File: config.mk
export PLATFORM = sky130hd
export DESIGN_NAME = alu_cmd_dispatcher
export DESIGN_NICKNAME = d
export VERILOG_FILES = /design/src/rtl/alu_pkg.sv /design/src/rtl/alu_cmd_fifo.sv /design/src/rtl/alu_cmd_dispatcher.sv
export SDC_FILE = /design/constraint.sdc
export NUM_CORES = 1
export LEC_CHECK = 0
export ABC_CLOCK_PERIOD_IN_PS = 2600
export CORE_ASPECT_RATIO = 0.5
export CORE_UTILIZATION = 40
export CTS_CLUSTER_SIZE = 30
export DETAILED_ROUTE_END_ITERATION = 12
export GPL_ROUTABILITY_DRIVEN = 0
export REMOVE_ABC_BUFFERS = 1
export SLEW_MARGIN = 10
export SYNTH_ARGS = -nofsm -noshare
export SYNTH_HDL_FRONTEND = slang
export SYNTH_SLANG_ARGS = --single-unit
export TNS_END_PERCENT = 20
File: constraint.sdc
create_clock -name clk -period 2.6 [get_ports clk]
set_input_delay 0.52 -clock clk [delete_from_list [all_inputs] [get_ports clk]]
set_output_delay 0.52 -clock clk [all_outputs]
set_load 0.1 [all_outputs]
File: src/rtl/alu_pkg.sv
// Shared definitions for the ALU command front end: opcodes, the dispatcher
// state type, the queued command format and the supported-opcode test.
package alu_pkg;

  localparam logic [3:0] OP_NOP = 4'd0;
  localparam logic [3:0] OP_ADD = 4'd1;
  localparam logic [3:0] OP_SUB = 4'd2;
  localparam logic [3:0] OP_MUL = 4'd3;
  localparam logic [3:0] OP_DIV = 4'd4;
  localparam logic [3:0] OP_AND = 4'd5;
  localparam logic [3:0] OP_OR  = 4'd6;
  localparam logic [3:0] OP_XOR = 4'd7;
  localparam logic [3:0] OP_LLS = 4'd8;
  localparam logic [3:0] OP_LRS = 4'd9;
  localparam logic [3:0] OP_INC = 4'd10;
  localparam logic [3:0] OP_DEC = 4'd11;

  typedef enum logic [1:0] {
    IDLE  = 2'd0,
    ISSUE = 2'd1,
    RESP  = 2'd2
  } disp_state_e;

  typedef struct packed {
    logic [3:0]  opcode;
    logic [15:0] a;
    logic [15:0] b;
  } alu_cmd_t;

  // Opcodes 12..15 and NOP never reach the ALU.
  function automatic logic is_supported_op(input logic [3:0] op);
    return (op >= OP_ADD) && (op <= OP_DEC);
  endfunction

endpackage

File: src/rtl/alu_cmd_fifo.sv
// Command queue between the handshake input and the dispatcher FSM.
// Push is ignored when full, pop is ignored when empty; the head entry is
// presented combinationally so the FSM can pop and decode in one cycle.
module alu_cmd_fifo
  import alu_pkg::*;
#(
  parameter int DEPTH = 4
) (
  input  logic                       clk,
  input  logic                       reset_n,
  input  logic                       push_i,
  input  alu_cmd_t                   wr_data_i,
  input  logic                       pop_i,
  output alu_cmd_t                   head_o,
  output logic                       full_o,
  output logic                       empty_o,
  output logic [$clog2(DEPTH+1)-1:0] count_o
);

  localparam int AW = $clog2(DEPTH);
  localparam int CW = $clog2(DEPTH + 1);

  alu_cmd_t        mem_q [DEPTH];
  logic [AW-1:0]   wr_ptr_q;
  logic [AW-1:0]   rd_ptr_q;
  logic [CW-1:0]   count_q;
  logic            push_ok;
  logic            pop_ok;

  assign full_o  = (count_q == CW'(DEPTH));
  assign empty_o = (count_q == '0);
  assign count_o = count_q;
  assign head_o  = mem_q[rd_ptr_q];
  assign push_ok = push_i && !full_o;
  assign pop_ok  = pop_i && !empty_o;

  // Storage needs no reset: entries are only read once count covers them.
  always_ff @(posedge clk) begin
    if (push_ok) mem_q[wr_ptr_q] <= wr_data_i;
  end

  // Pointers wrap naturally because DEPTH is a power of two.
  always_ff @(posedge clk or negedge reset_n) begin
    if (!reset_n) begin
      wr_ptr_q <= '0;
      rd_ptr_q <= '0;
      count_q  <= '0;
    end else begin
      if (push_ok) wr_ptr_q <= wr_ptr_q + AW'(1);
      if (pop_ok)  rd_ptr_q <= rd_ptr_q + AW'(1);
      case ({push_ok, pop_ok})
        2'b10:   count_q <= count_q + CW'(1);
        2'b01:   count_q <= count_q - CW'(1);
        default: count_q <= count_q;
      endcase
    end
  end

endmodule

File: src/rtl/alu_cmd_dispatcher.sv
// Issues queued ALU commands one at a time, holds the ALU inputs for the
// pipeline depth plus one, captures the result and returns it in order.
//
//   state | meaning
//   IDLE  | waiting for a queued command; pops the head when one exists
//   ISSUE | ALU inputs driven, counter running down to the capture edge
//   RESP  | response held on rsp_* until the consumer accepts it
module alu_cmd_dispatcher
  import alu_pkg::*;
#(
  parameter int DEPTH       = 4,
  parameter int ALU_LATENCY = 2
) (
  input  logic        clk,
  input  logic        reset_n,
  input  logic        cmd_valid,
  output logic        cmd_ready,
  input  logic [3:0]  cmd_opcode,
  input  logic [15:0] cmd_a,
  input  logic [15:0] cmd_b,
  output logic [3:0]  alu_opcode,
  output logic [15:0] alu_operand_a,
  output logic [15:0] alu_operand_b,
  input  logic [31:0] alu_result,
  output logic        rsp_valid,
  input  logic        rsp_ready,
  output logic [31:0] rsp_result,
  output logic [3:0]  rsp_opcode,
  output logic        rsp_err,
  output logic        busy
);

  localparam int CNTW = $clog2(ALU_LATENCY + 2);

  disp_state_e                state_q;
  logic [CNTW-1:0]            cnt_q;
  logic [3:0]                 iss_op_q;
  logic [3:0]                 alu_op_q;
  logic [15:0]                alu_a_q;
  logic [15:0]                alu_b_q;
  logic                       rsp_valid_q;
  logic [31:0]                rsp_result_q;
  logic [3:0]                 rsp_opcode_q;
  logic                       rsp_err_q;

  alu_cmd_t                   head;
  logic                       fifo_full;
  logic                       fifo_empty;
  logic [$clog2(DEPTH+1)-1:0] fifo_count;
  logic                       pop_en;

  assign pop_en = (state_q == IDLE) && !fifo_empty;

  alu_cmd_fifo #(.DEPTH(DEPTH)) u_fifo (
    .clk       (clk),
    .reset_n   (reset_n),
    .push_i    (cmd_valid),
    .wr_data_i ('{opcode: cmd_opcode, a: cmd_a, b: cmd_b}),
    .pop_i     (pop_en),
    .head_o    (head),
    .full_o    (fifo_full),
    .empty_o   (fifo_empty),
    .count_o   (fifo_count)
  );

  // Ready comes from the registered count only; a same-cycle pop does not
  // open a slot early.
  assign cmd_ready     = !fifo_full;
  assign busy          = (state_q != IDLE) || (fifo_count != '0);
  assign alu_opcode    = alu_op_q;
  assign alu_operand_a = alu_a_q;
  assign alu_operand_b = alu_b_q;
  assign rsp_valid     = rsp_valid_q;
  assign rsp_result    = rsp_result_q;
  assign rsp_opcode    = rsp_opcode_q;
  assign rsp_err       = rsp_err_q;

  // Dispatcher FSM with registered ALU and response outputs.
  always_ff @(posedge clk or negedge reset_n) begin
    if (!reset_n) begin
      state_q      <= IDLE;
      cnt_q        <= '0;
      iss_op_q     <= '0;
      alu_op_q     <= '0;
      alu_a_q      <= '0;
      alu_b_q      <= '0;
      rsp_valid_q  <= 1'b0;
      rsp_result_q <= '0;
      rsp_opcode_q <= '0;
      rsp_err_q    <= 1'b0;
    end else begin
      case (state_q)
        IDLE: begin
          if (!fifo_empty) begin
            iss_op_q <= head.opcode;
            if (is_supported_op(head.opcode)) begin
              alu_op_q <= head.opcode;
              alu_a_q  <= head.a;
              alu_b_q  <= head.b;
              cnt_q    <= CNTW'(ALU_LATENCY + 1);
              state_q  <= ISSUE;
            end else begin
              // Unsupported opcodes bypass the ALU entirely.
              rsp_result_q <= '0;
              rsp_opcode_q <= head.opcode;
              rsp_err_q    <= 1'b1;
              rsp_valid_q  <= 1'b1;
              state_q      <= RESP;
            end
          end
        end
        ISSUE: begin
          if (cnt_q == CNTW'(1)) begin
            rsp_result_q <= alu_result;
            rsp_opcode_q <= iss_op_q;
            rsp_err_q    <= 1'b0;
            rsp_valid_q  <= 1'b1;
            alu_op_q     <= '0;
            alu_a_q      <= '0;
            alu_b_q      <= '0;
            cnt_q        <= '0;
            state_q      <= RESP;
          end else begin
            cnt_q <= cnt_q - CNTW'(1);
          end
        end
        RESP: begin
          if (rsp_ready) begin
            rsp_valid_q <= 1'b0;
            state_q     <= IDLE;
          end
        end
        default: state_q <= IDLE;
      endcase
    end
  end

endmodule

==> reports/metrics.sh, run 1 <==
RUN_STATUS='completed'
START_KIND='flop'
POST_ROUTE_CELLS_DRIVE_ABOVE_1_SHARE_PCT=29.2
FF_LATCH_AREA_SQ_UM=6550
MAXSLEWVIOLCOUNT=0
CRITICAL_PATH_ARRIVAL_NS=2.70
WORST_PATH_MAX_DELAY_CELL='mux4_2'
POST_DRT_WL_PER_CELL_UM=19.2
SYNTH_TOP_AREA_SHARE_PCT=47.5
YOSYS.CELL_COUNT.TOP_TYPE='edfxtp_1'
TRITONCTS='done'
MULTI_INPUT_COMB_AREA_SQ_UM=2210
YS_ASYNC_SR_FRACTION_PCT=38.2
CRITPATHMAXSTAGEDELAY_NS=0.64
ANTENNA_FOUND_INITIAL=0
GRT.MET3_USAGE_PCT=3.88
SYNTH_COMMONEST_CELLS='144 x edfxtp_1, 89 x dfrtp_1, 57 x nand2_1'
YS.FLOP_TYPE='edfxtp_1'
GRT.OVERFLOW.TOTAL=0
FINALNONFILLERCELLS=1002
POST_SYNTH_MUX_AREA_SHARE_PCT=9.80
WORST-ENDPOINT-REQUIRED_NS=2.99
YS_WARN_COUNT=0
DP_HPWL_MM=12.3
SYNTH_AREA_SQ_UM=9110
AREAGROWTHSYNTHTOFINISH_PCT=26.5
R2R-START='u_fifo.rd_ptr_q[0]$_DFFE_PN0P_'
MET2_USAGE_PCT=27.6
HOLDBUFCOUNTCTS=0
SYNTH_TOP_CELL_BY_AREA='edfxtp_1'
POST_SYNTH_XOR_AREA_FRACTION_PCT=0.577
TCRIT_TCLK_FINAL_PCT=88.7
DIE_AREA_SQ_UM=23400
HTREE_LEVELS=1
FLOORPLAN.IO_PINS=148
CLK_ROOT_BUFFER_CELL='clkbuf_16'
SYNTH-ADDER-AREA-SHARE_PCT=1.04
WORST_SETUP_PATH_STARTPOINT='u_fifo.rd_ptr_q[0]$_DFFE_PN0P_'
CLOCK-SINKS=233
DRT_PASS1_ITERATIONS=4
CTS-BUFFERS-INSERTED=22
TIMING.CLOCK.SKEW_NS=0.0214
DOMINANT_COMBINATIONAL_CELL_FAMILY_BY_AREA_AFTER_SYNTHESIS='multiplexers'
FINISH.NET_COUNT=765
PATH_CLASS='reg2reg'
FILLER_CELL_COUNT=1829
FIRST_PASS_GRT_WIRE_LENGTH_MM=29.9
MAX_ROOT_SINK_BUFFERS=3
DIE_W_UM=215
REMAINING_DRC_ERRORS=0
SYNTH_EDF_COUNT=144
RELSLEWSLACK_PCT=59.5
CTS.CLK_SLEW.WORST_PATHS_NS=0.06
INITIAL_CORE_UTIL_PCT=41.4
ROUTED-VIA-COUNT=5051
POSTCTSSETUPBUFFERS=0
IO_BUFFER_COUNT=147
ANTENNA_LEFT=0
WORSTSKEWPAIRLATENCY_NS=0.52
GRT_SETUP_UNREPAIRED='false'
CHIPHEIGHT_UM=109
FINALHOLDVIOLATIONS=0
END_KIND='flop'
LAYOUT.CELL_AREA.NON_FILLER_SQ_UM=11500
FIRST_GLOBAL_VIAS=5236
NETLIST_INSTANCES=523
FLOORPLAN.ROWS=38
DRT_WL_TOTAL_MM=19.3
SYNTH_COMPOUND_GATE_AREA_SHARE_PCT=8.38
POSTSYNTHAREAPERCELL_SQ_UM=17.4
CORE_SQ_UM=22000
SYNTH.AREA.TOP_CELLS='edfxtp_1 47%, dfrtp_1 24%, mux4_2 8.9%'
VIA_DENSITY=5.04
DP_CELLS=962
WORSTPATHMAXFANOUT=38
SYNTH.YOSYS.SEQ_AREA_SHARE_PCT=71.9
SYNTH.DISTINCT_CELLS=37
NUM_ANTENNA_CELLS=0
GRT_UTIL_ALL_LAYERS_PCT=16.7
SYNTH_SIMPLE_GATE_AREA_SHARE_PCT=4.34
GLOBAL_ROUTE.PEAK_USAGE_LAYER='met2'
WORST_PATH_DOMINANT_CELL_FAMILY='multiplexers'
GRTUSAGEMET1_PCT=22.8
CTS_REPAIR_RESIZE_COUNT=0
GRT_MAX_DEGREE=42
FINAL-SETUP-VIOL-COUNT=0
CRITPATHBUFINV=1
CRIT_PATH_CELL_TRACE='mux4_2, a211o_1, o21ai_2, buf_12, mux2_4'
FIN_CRIT_NS=2.31
DRV_CAP=0
INSTANCE_AREA_AFTER_PLACEMENT_SQ_UM=10800
HOLDCRITPATHCLASS='in2async'
SYNTH.FF_LATCH_COUNT=233
FMAX_GHz=0.434
DRTITER0DRC=359
TIGHTESTPINTRANSITION_NS=0.608
[per-stage QoR]
stage | worst slack, ns | setup TNS, ns | hold WS, ns | utilization, %
finish | 0.294 | 0 | 0.0166 | 52.3
global route | 0.216 | 0 | 0.0435 | 52.3
CTS | 0.283 | 0 | 0.0272 | 52.3
detailed placement | 0.267 | 0 | 0.468 | 49.3
global placement | 0.315 | 0 | 0.463 | 49.3
floorplan | -1.40 | -115.62 | 0.224 | -
[worst register-to-register path, stage by stage, from the launching register on]
cell and delay, ns:
dfrtp_2 0.46, mux4_2 0.64, a211o_1 0.37, o21ai_2 0.17, buf_12 0.23, mux2_4 0.32
[layout by cell type, fill, tap and decap left out, types with 2 or more instances in the layout]
| cell | n |
|---|---|
| buf_12 | 9 |
| nand2_1 | 56 |
| clkbuf_1 | 10 |
| mux4_2 | 36 |
| a21oi_1 | 2 |
| dfrtp_2 | 2 |
| edfxtp_1 | 144 |
| nor2b_1 | 2 |
| xor2_1 | 2 |
| nand2b_1 | 4 |
| dfrtp_1 | 87 |
| clkbuf_8 | 2 |
| a22o_1 | 32 |
| clkbuf_16 | 22 |
| buf_4 | 88 |
| nor3_1 | 4 |
| nor2_1 | 4 |
| o21ai_1 | 2 |
| o21ai_0 | 4 |
| xnor2_1 | 4 |
| and3_2 | 4 |
| and2_1 | 2 |
| inv_1 | 44 |
| clkdlybuf4s50_1 | 70 |
| o22ai_1 | 7 |
| ha_1 | 6 |
| mux2_4 | 4 |
| clkinv_1 | 4 |
| o22ai_2 | 30 |
[state kept, by name, indices dropped and copies added (netlist names)]
register and cells:
iss_op_q 4, alu_opcode 4, alu_operand_a 16, u_fifo.count_o 3
rsp_valid 1, u_fifo.wr_ptr_q 2, cnt_q 2, u_fifo.rd_ptr_q 2
alu_operand_b 16, rsp_err 1, rsp_result 32, state_q 2
rsp_opcode 4, u_fifo.mem_q 144
[routing by layer]
metal	wire (um)	vias to the layer above
met5	0	-
met4	289	0
met3	1010	26
met2	9020	128
met1	8970	2601
li1	-	2296
[path summary, 6_finish.rpt]
check / endpoint / slack (ns) / cells past startpoint
max: rsp_opcode[2]$_DFFE_PN0P_ / 0.29 / 5
min: rsp_result[12]$_DFFE_PN0P_ / 0.02 / 1
max reg2reg: rsp_opcode[2]$_DFFE_PN0P_ / 0.29 / 5
min reg2reg: iss_op_q[3]$_DFFE_PN0P_ / 0.48 / 2
max in group asynchronous: u_fifo.wr_ptr_q[1]$_DFFE_PN0P_ / 1.87 / 2
min in group clk: iss_op_q[3]$_DFFE_PN0P_ / 0.48 / 2
[cells by family after synthesis]
group	count (synthesis)
AND/OR/NAND/NOR	83
AO/OA/AOI/OAI	80
multiplexers	42
adder cells (fa/ha/maj)	7
buffers and inverters	72
flip-flops	233
XOR/XNOR	6
[final cells by class]
class	count	area share (%)
clock buffers	34	5.34
clock inverters	6	0.532
inverters	44	1.43
multi-input cells	218	19.2
flip-flops and latches	233	56.9
well taps	300	3.26
repair buffers	167	13.4
Power of run 1 is not shown: default switching activity piles up to over one toggle a cycle in this logic, so the estimate is an artifact.
==> run 2: changes to the inputs <==
- TNS_END_PERCENT: 20 -> default
==> results of run 2 <==
The final DEF is identical to that of run 1; final timing and power are the same.
Power of run 2 is left out for the same reason.
==> run 3: changes to the inputs <==
- ABC_AREA: default -> 1
==> reports/metrics.sh, run 3 <==
RUN_STATUS='completed'
FMAX_GHz=0.444  # +2.4%
DOMINANT_COMBINATIONAL_CELL_FAMILY_BY_AREA_AFTER_SYNTHESIS='simple AND/OR/NAND/NOR gates'
HOLDCRITPATHCLASS='in2async'
FINAL-SETUP-VIOL-COUNT=0  # unchanged
POSTCTSSETUPBUFFERS=0  # unchanged
HTREE_LEVELS=1  # unchanged
ANTENNA_FOUND_INITIAL=0  # unchanged
CRITPATHMAXSTAGEDELAY_NS=0.64  # about the same
MAX_ROOT_SINK_BUFFERS=3  # unchanged
FIRST_PASS_GRT_WIRE_LENGTH_MM=33.5  # +12%
WORST_PATH_MAX_DELAY_CELL='o31ai_2'
CLOCK-SINKS=233  # unchanged
PATH_CLASS='reg2reg'
LAYOUT_COMMONEST_CELL='nand2_1'
SYNTH_COMMONEST_CELLS='324 x nand2_1, 144 x edfxtp_1, 89 x dfrtp_1'
TRITONCTS='done'
FLOORPLAN.ROWS=38  # unchanged
POST_SYNTH_MUX_AREA_SHARE_PCT=0  # -9.8 points
SYNTH_EDF_COUNT=144  # unchanged
SYNTH_TOP_AREA_SHARE_PCT=46.6  # -0.87 points
END_KIND='flop'
SYNTH_TOP_CELL_BY_AREA='edfxtp_1'
WORST_R2R_PATH_CELLS=6  # +1
ANTENNA_LEFT=0  # unchanged
WORSTPATHMAXFANOUT=10  # -74%
YOSYS.CELL_COUNT.TOP_TYPE='nand2_1'
GRT.OVERFLOW.TOTAL=0  # unchanged
CHIPHEIGHT_UM=110  # +0.92%
TIMING.RR.END='u_fifo.count_o[1]$_DFFE_PN0P_'
WHS_NS=0.0657  # +0.0491 ns
SYNTH_AREA_SQ_UM=9280  # +1.9%
LARGEST_REGISTER_FF_COUNT=144  # unchanged
ROUTED-VIA-COUNT=6340  # +26%
HOLDBUFCOUNTCTS=0  # unchanged
SYNTH-ADDER-AREA-SHARE_PCT=1.02  # -0.019 points
GRT_SETUP_UNREPAIRED='false'
CRITPATHMOSTFREQUENTCELL='inv_1'
GRT_MAX_DEGREE=56  # +33%
CORE_SQ_UM=22200  # +0.86%
CRITICAL_PATH_ARRIVAL_NS=2.67  # -0.03 ns
DRT_PASS1_ITERATIONS=4  # unchanged
FINISH.NET_COUNT=1051  # +37%
WORSTSKEWPAIRLATENCY_NS=0.51  # about the same
FLOORPLAN.IO_PINS=148  # unchanged
YS_ASYNC_SR_FRACTION_PCT=38.2  # unchanged
CRIT_PATH_CELL_TRACE='o31ai_2, inv_1, ha_1, inv_1, fa_1, o21ai_0'
NUM_ANTENNA_CELLS=0  # unchanged
SYNTH_COMPOUND_GATE_AREA_SHARE_PCT=6.92  # -1.5 points
CLK_ROOT_BUFFER_CELL='clkbuf_16'
DRV_CAP=0  # unchanged
FIRST_GLOBAL_VIAS=6084  # +16%
MOST_FREQUENT_CELLS_IN_THE_LAYOUT='324 x nand2_1, 144 x edfxtp_1, 94 x buf_4'
TIGHTESTPINTRANSITION_NS=0.734  # +0.127 ns
NETLIST_INSTANCES=824  # +58%
AREAGROWTHSYNTHTOFINISH_PCT=25.5
SYNTH.AREA.TOP_CELLS='edfxtp_1 47%, dfrtp_1 24%, nand2_1 13%'
DP_HPWL_MM=13.3  # +8.1%
CTS_REPAIR_RESIZE_COUNT=0  # unchanged
POST_SYNTH_XOR_AREA_FRACTION_PCT=0.378  # -0.20 points
BIGGEST_REGISTER='u_fifo.mem_q'
INITIAL_CORE_UTIL_PCT=41.8  # +0.41 points
DP_CELLS=1248  # +30%
FIN_CRIT_NS=2.25  # -0.0550 ns
SYNTH.DISTINCT_CELLS=31  # -16%
TCRIT_TCLK_FINAL_PCT=86.6  # -2.1 points
RELSLEWSLACK_PCT=51.0  # -8.4 points
SETUP.REG_TO_REG.WORST_SLACK_NS=0.35  # +0.05 ns
DRTITER0DRC=420  # +17%
SYNTH.YOSYS.SEQ_AREA_SHARE_PCT=70.6  # -1.3 points
MAXSLEWVIOLCOUNT=0  # unchanged
IO_BUFFER_COUNT=147  # unchanged
VIA_DENSITY=4.92  # -2.4%
POST_DRT_WL_PER_CELL_UM=16.3  # -15%
REMAINING_DRC_ERRORS=0  # unchanged
WORST-ENDPOINT-REQUIRED_NS=3.02  # +0.03 ns
R2R-START='u_fifo.count_o[1]$_DFFE_PN0P_'
YS.FLOP_TYPE='edfxtp_1'
DIE_AREA_SQ_UM=23800  # +1.8%
FINALHOLDVIOLATIONS=0  # unchanged
TIMING.CLOCK.SKEW_NS=0.0105  # -0.0109 ns
POST_ROUTE_CELLS_DRIVE_ABOVE_1_SHARE_PCT=15.1  # -14 points
DIE_W_UM=217  # +0.92%
SYNTH.FF_LATCH_COUNT=233  # unchanged
FINALNONFILLERCELLS=1288  # +29%
GRT_UTIL_ALL_LAYERS_PCT=18.1  # +1.4 points
START_KIND='flop'
SYNTH_SIMPLE_GATE_AREA_SHARE_PCT=17.5  # +13 points
CTS-BUFFERS-INSERTED=22  # unchanged
CTS.CLK_SLEW.WORST_PATHS_NS=0.06  # about the same
POSTSYNTHAREAPERCELL_SQ_UM=11.3  # -35%
YS_WARN_COUNT=0  # unchanged
DRT_WL_TOTAL_MM=21.0  # +8.8%
-- run 3: cell types whose count changed in the layout (fill, tap and decap cells not counted), sizes merged, moves of 17 or more --
cell,change
nand2,+272
a21oi,+64
nand3,+54
mux4,-36
o22ai,-36
a211oi,+32
a22o,-32
inv,-17
-- run 3: how the worst max path moves through the flow --
| stage | start | endpoint | slack (ns) |
|---|---|---|---|
| 5_1_grt | u_fifo.rd_ptr_q[0]$_DFFE_PN0P_ | rsp_result[31]$_DFFE_PN0P_ | 0.17 |
| 3_5_place_dp | u_fifo.count_o[1]$_DFFE_PN0P_ | u_fifo.count_o[1]$_DFFE_PN0P_ | 0.39 |
| 2_1_floorplan | u_fifo.rd_ptr_q[0]$_DFFE_PN0P_ | alu_opcode[0]$_DFFE_PN0P_ | -1.11 |
| 6_report | u_fifo.count_o[1]$_DFFE_PN0P_ | u_fifo.count_o[1]$_DFFE_PN0P_ | 0.35 |
| 4_1_cts | u_fifo.count_o[1]$_DFFE_PN0P_ | u_fifo.count_o[1]$_DFFE_PN0P_ | 0.36 |
| 3_3_place_gp | u_fifo.rd_ptr_q[0]$_DFFE_PN0P_ | rsp_result[14]$_DFFE_PN0P_ | 0.41 |
-- run 3: per-stage QoR --
stage	setup slack [ns]	setup TNS [ns]	cell area [sq um]	utilization, %
finish	0.349	0	11600	52.4
global route	0.170	0	11600	52.4
CTS	0.362	0	11600	52.4
detailed placement	0.389	0	10900	49.3
global placement	0.413	0	10900	49.3
floorplan	-1.11	-228.62	9050	-
-- run 3: critical path, delay by kind of cell (launching register included) --
| family | cells | cell delay [ns] |
|---|---|---|
| compound gates | 2 | 0.83 |
| fa+ha+maj | 2 | 0.66 |
| buf+inv | 2 | 0.25 |
| flops | 1 | 0.41 |
-- run 3: final cells by class --
type / count / area, sq um
clock buffer: 31 / 606
clock inverter: 9 / 90.1
fill: 1938 / 10600
inverter: 27 / 101
multi-input combinational: 520 / 2430
sequential: 233 / 6550
tap: 300 / 375
timing repair buffer: 168 / 1490
-- run 3: cells by family after synthesis --
group,after synthesis
AO/OA/AOI/OAI,109
flip-flops,233
adder cells (fa/ha/maj),7
buffers and inverters,71
AND/OR/NAND/NOR,400
XOR/XNOR,4
-- run 3: per-layer routing --
layer  track usage, %  vias to the layer above  share of wire, %
met2             29.3                      148                46
met4             3.47                        0               1.2
met3             3.35                       23               4.7
li1                 -                     3088                 -
met5                0                        -                 0
met1             25.8                     3081                48
Power of run 3 is left out for the same reason.
